--- config.mk ---
export PLATFORM = sky130hd
export DESIGN_NAME = parallel_add_5
export DESIGN_NICKNAME = d
export VERILOG_FILES = /design/src/rtl/parl_add_pkg.sv /design/src/rtl/parl_add_reg2.sv /design/src/rtl/parallel_add_5.sv
export SDC_FILE = /design/constraint.sdc
export NUM_CORES = 1
export LEC_CHECK = 0
export ABC_CLOCK_PERIOD_IN_PS = 7300
export BUFFER_PORTS_ARGS = -buffer_cell sky130_fd_sc_hd__buf_2
export CORE_MARGIN = 2
export CORE_UTILIZATION = 50
export CTS_BUF_LIST = sky130_fd_sc_hd__clkbuf_8
export DETAILED_ROUTE_END_ITERATION = 7
export HOLD_SLACK_MARGIN = 0.02
export PLACE_DENSITY = 0.73
export SYNTH_ARGS = -nofsm -noshare
export SYNTH_HDL_FRONTEND = slang
export SYNTH_SLANG_ARGS = --single-unit
--- constraint.sdc ---
create_clock -name parl_add_top_clk -period 7.3 [get_ports parl_add_top_clk]
set_input_delay 1.46 -clock parl_add_top_clk [delete_from_list [all_inputs] [get_ports parl_add_top_clk]]
set_output_delay 1.46 -clock parl_add_top_clk [all_outputs]
set_load 0.01 [all_outputs]
--- src/rtl/parl_add_pkg.sv ---
// Shared widths, latency and extension helper for the five-operand adder.
// PARL_ADD_SIGNED_EN selects two's-complement operands.
package parl_add_pkg;

  localparam int OPERAND_WIDTH_DEF = 19;
  localparam int OUTPUT_WIDTH_DEF  = 22;
  localparam int PARL_ADD_LATENCY  = 3;
  localparam int PARL_ADD_OPERANDS = 5;

`ifdef PARL_ADD_SIGNED_EN
  localparam bit PARL_ADD_SIGNED = 1'b1;
`else
  localparam bit PARL_ADD_SIGNED = 1'b0;
`endif

  // Extra MSBs needed so the sum of n_ops operands cannot wrap.
  function automatic int parl_ext_w(input int n_ops);
    return $clog2(n_ops);
  endfunction

endpackage

--- src/rtl/parl_add_reg2.sv ---
// Registered two-input adder with sync active-low clear and
// selectable sign/zero extension of both operands to OUT_W.
module parl_add_reg2 #(
  parameter int A_W       = 8,
  parameter int B_W       = 8,
  parameter int OUT_W     = 9,
  parameter bit SIGNED_EN = 1'b0
) (
  input  logic             clk_i,
  input  logic             rst_b_i,
  input  logic [A_W-1:0]   a_i,
  input  logic [B_W-1:0]   b_i,
  output logic [OUT_W-1:0] sum_o
);

  logic             a_ext;
  logic             b_ext;
  logic [OUT_W-1:0] a_x;
  logic [OUT_W-1:0] b_x;
  logic [OUT_W-1:0] sum_d;
  logic [OUT_W-1:0] sum_q;

  if (OUT_W <= A_W || OUT_W <= B_W) begin : g_bad_w
    $error("parl_add_reg2: OUT_W must exceed both operand widths");
  end

  assign a_ext = SIGNED_EN & a_i[A_W-1];
  assign b_ext = SIGNED_EN & b_i[B_W-1];
  assign a_x   = {{(OUT_W-A_W){a_ext}}, a_i};
  assign b_x   = {{(OUT_W-B_W){b_ext}}, b_i};
  assign sum_d = a_x + b_x;

  always_ff @(posedge clk_i) begin
    if (!rst_b_i) begin
      sum_q <= '0;
    end else begin
      sum_q <= sum_d;
    end
  end

  assign sum_o = sum_q;

endmodule

--- src/rtl/parallel_add_5.sv ---
// Three-stage pipelined a+b+c+d+e adder tree, one sum per clock.
// PARL_ADD_SIGNED_EN switches to two's-complement operands.
module parallel_add_5
  import parl_add_pkg::*;
#(
  parameter int OPERAND_WIDTH = OPERAND_WIDTH_DEF,
  parameter int OUTPUT_WIDTH  = OUTPUT_WIDTH_DEF
) (
  input  logic                     parl_add_top_clk,
  input  logic                     parl_add_top_rst_b,
  input  logic [OPERAND_WIDTH-1:0] parl_add_top_in_a_i,
  input  logic [OPERAND_WIDTH-1:0] parl_add_top_in_b_i,
  input  logic [OPERAND_WIDTH-1:0] parl_add_top_in_c_i,
  input  logic [OPERAND_WIDTH-1:0] parl_add_top_in_d_i,
  input  logic [OPERAND_WIDTH-1:0] parl_add_top_in_e_i,
  output logic [OUTPUT_WIDTH-1:0]  parl_add_top_out_o
);

  localparam int OW  = OPERAND_WIDTH;
  localparam int S1W = OW + 1;
  localparam int S2W = OW + 2;

  if (OUTPUT_WIDTH < OW + parl_ext_w(PARL_ADD_OPERANDS)) begin : g_bad_w
    $error("parallel_add_5: OUTPUT_WIDTH too small for five operands");
  end

  logic [S1W-1:0] s_ab;
  logic [S1W-1:0] s_cd;
  logic [S2W-1:0] s_abcd;
  logic [S1W-1:0] e_d1_d;
  logic [S1W-1:0] e_d1_q;
  logic [S1W-1:0] e_d2_q;

  parl_add_reg2 #(
    .A_W      (OW),
    .B_W      (OW),
    .OUT_W    (S1W),
    .SIGNED_EN(PARL_ADD_SIGNED)
  ) u_ab (
    .clk_i  (parl_add_top_clk),
    .rst_b_i(parl_add_top_rst_b),
    .a_i    (parl_add_top_in_a_i),
    .b_i    (parl_add_top_in_b_i),
    .sum_o  (s_ab)
  );

  parl_add_reg2 #(
    .A_W      (OW),
    .B_W      (OW),
    .OUT_W    (S1W),
    .SIGNED_EN(PARL_ADD_SIGNED)
  ) u_cd (
    .clk_i  (parl_add_top_clk),
    .rst_b_i(parl_add_top_rst_b),
    .a_i    (parl_add_top_in_c_i),
    .b_i    (parl_add_top_in_d_i),
    .sum_o  (s_cd)
  );

  // e rides alongside the tree so it meets s_abcd in the last stage.
  assign e_d1_d = {PARL_ADD_SIGNED & parl_add_top_in_e_i[OW-1],
                   parl_add_top_in_e_i};

  always_ff @(posedge parl_add_top_clk) begin
    if (!parl_add_top_rst_b) begin
      e_d1_q <= '0;
      e_d2_q <= '0;
    end else begin
      e_d1_q <= e_d1_d;
      e_d2_q <= e_d1_q;
    end
  end

  parl_add_reg2 #(
    .A_W      (S1W),
    .B_W      (S1W),
    .OUT_W    (S2W),
    .SIGNED_EN(PARL_ADD_SIGNED)
  ) u_abcd (
    .clk_i  (parl_add_top_clk),
    .rst_b_i(parl_add_top_rst_b),
    .a_i    (s_ab),
    .b_i    (s_cd),
    .sum_o  (s_abcd)
  );

  parl_add_reg2 #(
    .A_W      (S2W),
    .B_W      (S1W),
    .OUT_W    (OUTPUT_WIDTH),
    .SIGNED_EN(PARL_ADD_SIGNED)
  ) u_out (
    .clk_i  (parl_add_top_clk),
    .rst_b_i(parl_add_top_rst_b),
    .a_i    (s_abcd),
    .b_i    (e_d2_q),
    .sum_o  (parl_add_top_out_o)
  );

endmodule

==> impl_metrics.tcl <==
set metrics [dict create \
    cts_setup_buffers 0 \
    yosys.cell_types.count 59 \
    ys_seq_elements 121 \
    vias 5389 \
    holdPathStages 1 \
    nets 1033 \
    p_int_w 0.00125 \
    synth_edf_count 0 \
    slew_viol_final 0 \
    htree_levels 4 \
    placedInstanceArea_sq_um 7380 \
    ctsResizeCount 0 \
    wire_per_inst_microns 12.5 \
    start_util_pct 50.7 \
    path_class "in -> reg" \
    worstPathArrival_ns 3.84 \
    antenna_left 0 \
    cts_buffers 17 \
    clk_pin_slew_worst_paths_ns 0.06 \
    power_frac_comb_pct 27.2 \
    die_w_microns 119 \
    grt_pass1_vias 5195 \
    synth_seq_area_share_pct 36.5 \
    synth_top_area_cell "dfxtp_1" \
    power.leakage_nw 3.69 \
    synth_top_area_share_pct 36.5 \
    syn-cell-area_sq_um 6640 \
    critPathRequiredTime_ns 7.65 \
    endpoint_kind "register" \
    fin_crit_sh_pct 47.8 \
    place_congestion 0.899 \
    hp-start "e_d1_q[17]" \
    relSlewSlack_pct 32.7 \
    swShare_pct 29.5 \
    port_buffers 118 \
    powerDensity_nw_per_um2 230 \
    setup_viol_count_final 0 \
    yosys_warnings 0 \
    worst_pin_slew_ns 1.01 \
    filler_cell_count 1174 \
    avgViaCountPerCell 5.18 \
    root_buffer "clkbuf_8" \
    synthTopCellsByArea "dfxtp_1 36%, ha_1 15%, and2_1 4.4%" \
    clock-sinks 121 \
    drt-total-wl_mm 13.0 \
    clkPwrFrac_pct 29.6 \
    synth_flop_cell "dfxtp_1" \
    grtUsageTotal_pct 19.3 \
    gr-total-overflow 0 \
    reg2reg_from "u_ab.sum_o[0]" \
    coreArea_sq_um 13100 \
    synth_nets 916 \
    dieArea_sq_um 14200 \
    postSynthAreaPerCell_sq_um 9.00 \
    fmax_mhz 287 \
    cts_tree "done" \
    cts_hold_buf 0 \
    drv_cap 0 \
    drcViolationCount 0 \
    r2r_cells 9 \
    hpwl_mm 9.81 \
    drt_first_pass_iters 4 \
    pwr-share-seq_pct 43.1 \
    syn2layout_area_growth_pct 16.4 \
    synthArstFlopShare_pct 0 \
    fin_crit_ns 3.49 \
    ir_drop_mv 0.127 \
    p_sw_w 0.000524 \
    fin_tns_setup_ns 0 \
    ios 119 \
    fp-row-count 42 \
    num_antenna_cells 0 \
    worstReg2RegEnd "u_abcd.sum_o[20]" \
    clock_path_buffers 2 \
    dr.first_iter.drc_count 196 \
    design_area_sq_um 7720 \
    grt_pass1_wl_mm 22.4 \
    grt_max_degree 69 \
    outcome "complete, no violations" \
    rsz0062_at_grt "false" \
    antenna_found_initial 0 \
    worstSetupStartpointType "input port" \
    hold_class "reg -> reg" \
    hold_violations 0 \
    holdPathEnd "e_d2_q[17]" \
    cp_max_fo 4 \
    reg2reg_setup_slack_ns 4.49 \
    layout-drive-gt1-share_pct 17.8 \
    die_height_microns 119 \
    worstSkewPairLatency_ns 0.43 \
    skew_ns 0.0102 \
    syn_inst 738 \
]
==> placed cells by master (no fill, tap or decap), types with 24 or more instances in the layout <==
master | synthesis | final
and2_1 | 47 | 47
nand2_1 | 34 | 34
a21o_1 | 29 | 29
o21ai_0 | 36 | 36
buf_2 | 1 | 118
ha_1 | 77 | 77
nor2_1 | 78 | 78
xor2_1 | 24 | 24
a21oi_1 | 55 | 55
dfxtp_1 | 121 | 121
xnor2_1 | 26 | 26
==> worst max-delay path by stage <==
stage / startpoint / to / slack [ns]
after floorplan: parl_add_top_in_c_i[0] / u_cd.sum_o[16] / 3.69
after global placement: parl_add_top_in_c_i[0] / u_cd.sum_o[16] / 3.42
after detailed placement: parl_add_top_in_c_i[0] / u_cd.sum_o[16] / 3.39
after CTS: parl_add_top_in_c_i[0] / u_cd.sum_o[16] / 3.85
after global routing: parl_add_top_in_c_i[0] / u_cd.sum_o[16] / 3.72
final: parl_add_top_in_c_i[0] / u_cd.sum_o[16] / 3.81
==> registers in the layout (all words and copies together) (netlist names) <==
register / cells
u_cd.sum_o: 20
u_abcd.sum_o: 21
e_d1_q: 19
u_ab.sum_o: 20
u_out.sum_o: 22
e_d2_q: 19
==> layer usage <==
| layer | up-vias | part of all wire (%) | track usage (%) |
|---|---|---|---|
| met5 | - | 0 | 0 |
| met4 | 0 | 1.8 | 7.74 |
| met3 | 19 | 4.7 | 5.80 |
| met2 | 121 | 44 | 30.7 |
| met1 | 2374 | 50 | 24.6 |
| li1 | 2875 | - | - |
==> Yosys cell counts, types with 6 or more instances <==
master,n
a2111oi_0,6
a211oi_1,17
a21o_1,29
a21oi_1,55
a31oi_1,9
and2_1,47
clkbuf_1,19
dfxtp_1,121
ha_1,77
inv_1,13
nand2_1,34
nand2b_1,22
nand3_1,6
nand4_1,7
nor2_1,78
nor3_1,14
o21a_1,6
o21ai_0,36
o21ai_1,10
o21bai_1,7
xnor2_1,26
xor2_1,24
==> kinds of logic after synthesis <==
group                      Yosys count  synth area share (%)
muxes                                4                 0.603
DFF                                121                  36.5
xor gates and xnor gates            50                  6.60
AOI/OAI and AO/OA                  208                  20.4
adders and majority gates           81                  15.7
and+or+nand+nor                    239                  18.2
buffers and inverters               35                  2.00
==> area by class of cell <==
class / instances / area, sq um / area share, %
inverters: 14 / 52.6 / 0.680
clock inverters: 8 / 58.8 / 0.761
multi-input cells: 582 / 4080 / 52.9
well taps: 176 / 220 / 2.85
repair buffers: 119 / 598 / 7.74
flip-flops and latches: 121 / 2420 / 31.4
clock buffers: 21 / 289 / 3.74
==> power by group through the flow <==
| stage | Clock (W) | Sequential (W) | Combinational, W |
|---|---|---|---|
| CTS | 0.000541 | 0.000766 | 0.000482 |
| finish | 0.000526 | 0.000765 | 0.000483 |
| global route | 0.000573 | 0.000772 | 0.000548 |
| detailed placement | 0 | 0.000779 | 0.000478 |
| floorplan | 0 | 0.000781 | 0.000356 |
| global placement | 0 | 0.000780 | 0.000474 |
==> critical path: stages <==
cell and delay, ns:
buf_2 0.10, ha_1 0.23, fa_1 0.44, a211oi_2 0.28, o21ai_1 0.11, nor3b_1 0.18
a221o_1 0.36, or3_1 0.34, and3_1 0.20, nor3_2 0.14
==> per-stage QoR <==
| step | setup WS (ns) | hold slack, ns | std cells | power, W | utilization (%) |
|---|---|---|---|---|---|
| 2_1_floorplan | 3.69 | 0.412 | 738 | 0.00114 | - |
| 3_3_place_gp | 3.42 | 0.414 | 1012 | 0.00125 | 56.4 |
| 3_5_place_dp | 3.39 | 0.420 | 1012 | 0.00126 | 56.4 |
| 4_1_cts | 3.85 | 0.435 | 1041 | 0.00179 | 59.0 |
| 5_1_grt | 3.72 | 0.444 | 1041 | 0.00189 | 59.0 |
| 6_report | 3.81 | 0.432 | 1041 | 0.00177 | 59.0 |
No activity file was read; power rests on OpenSTA's default activity.
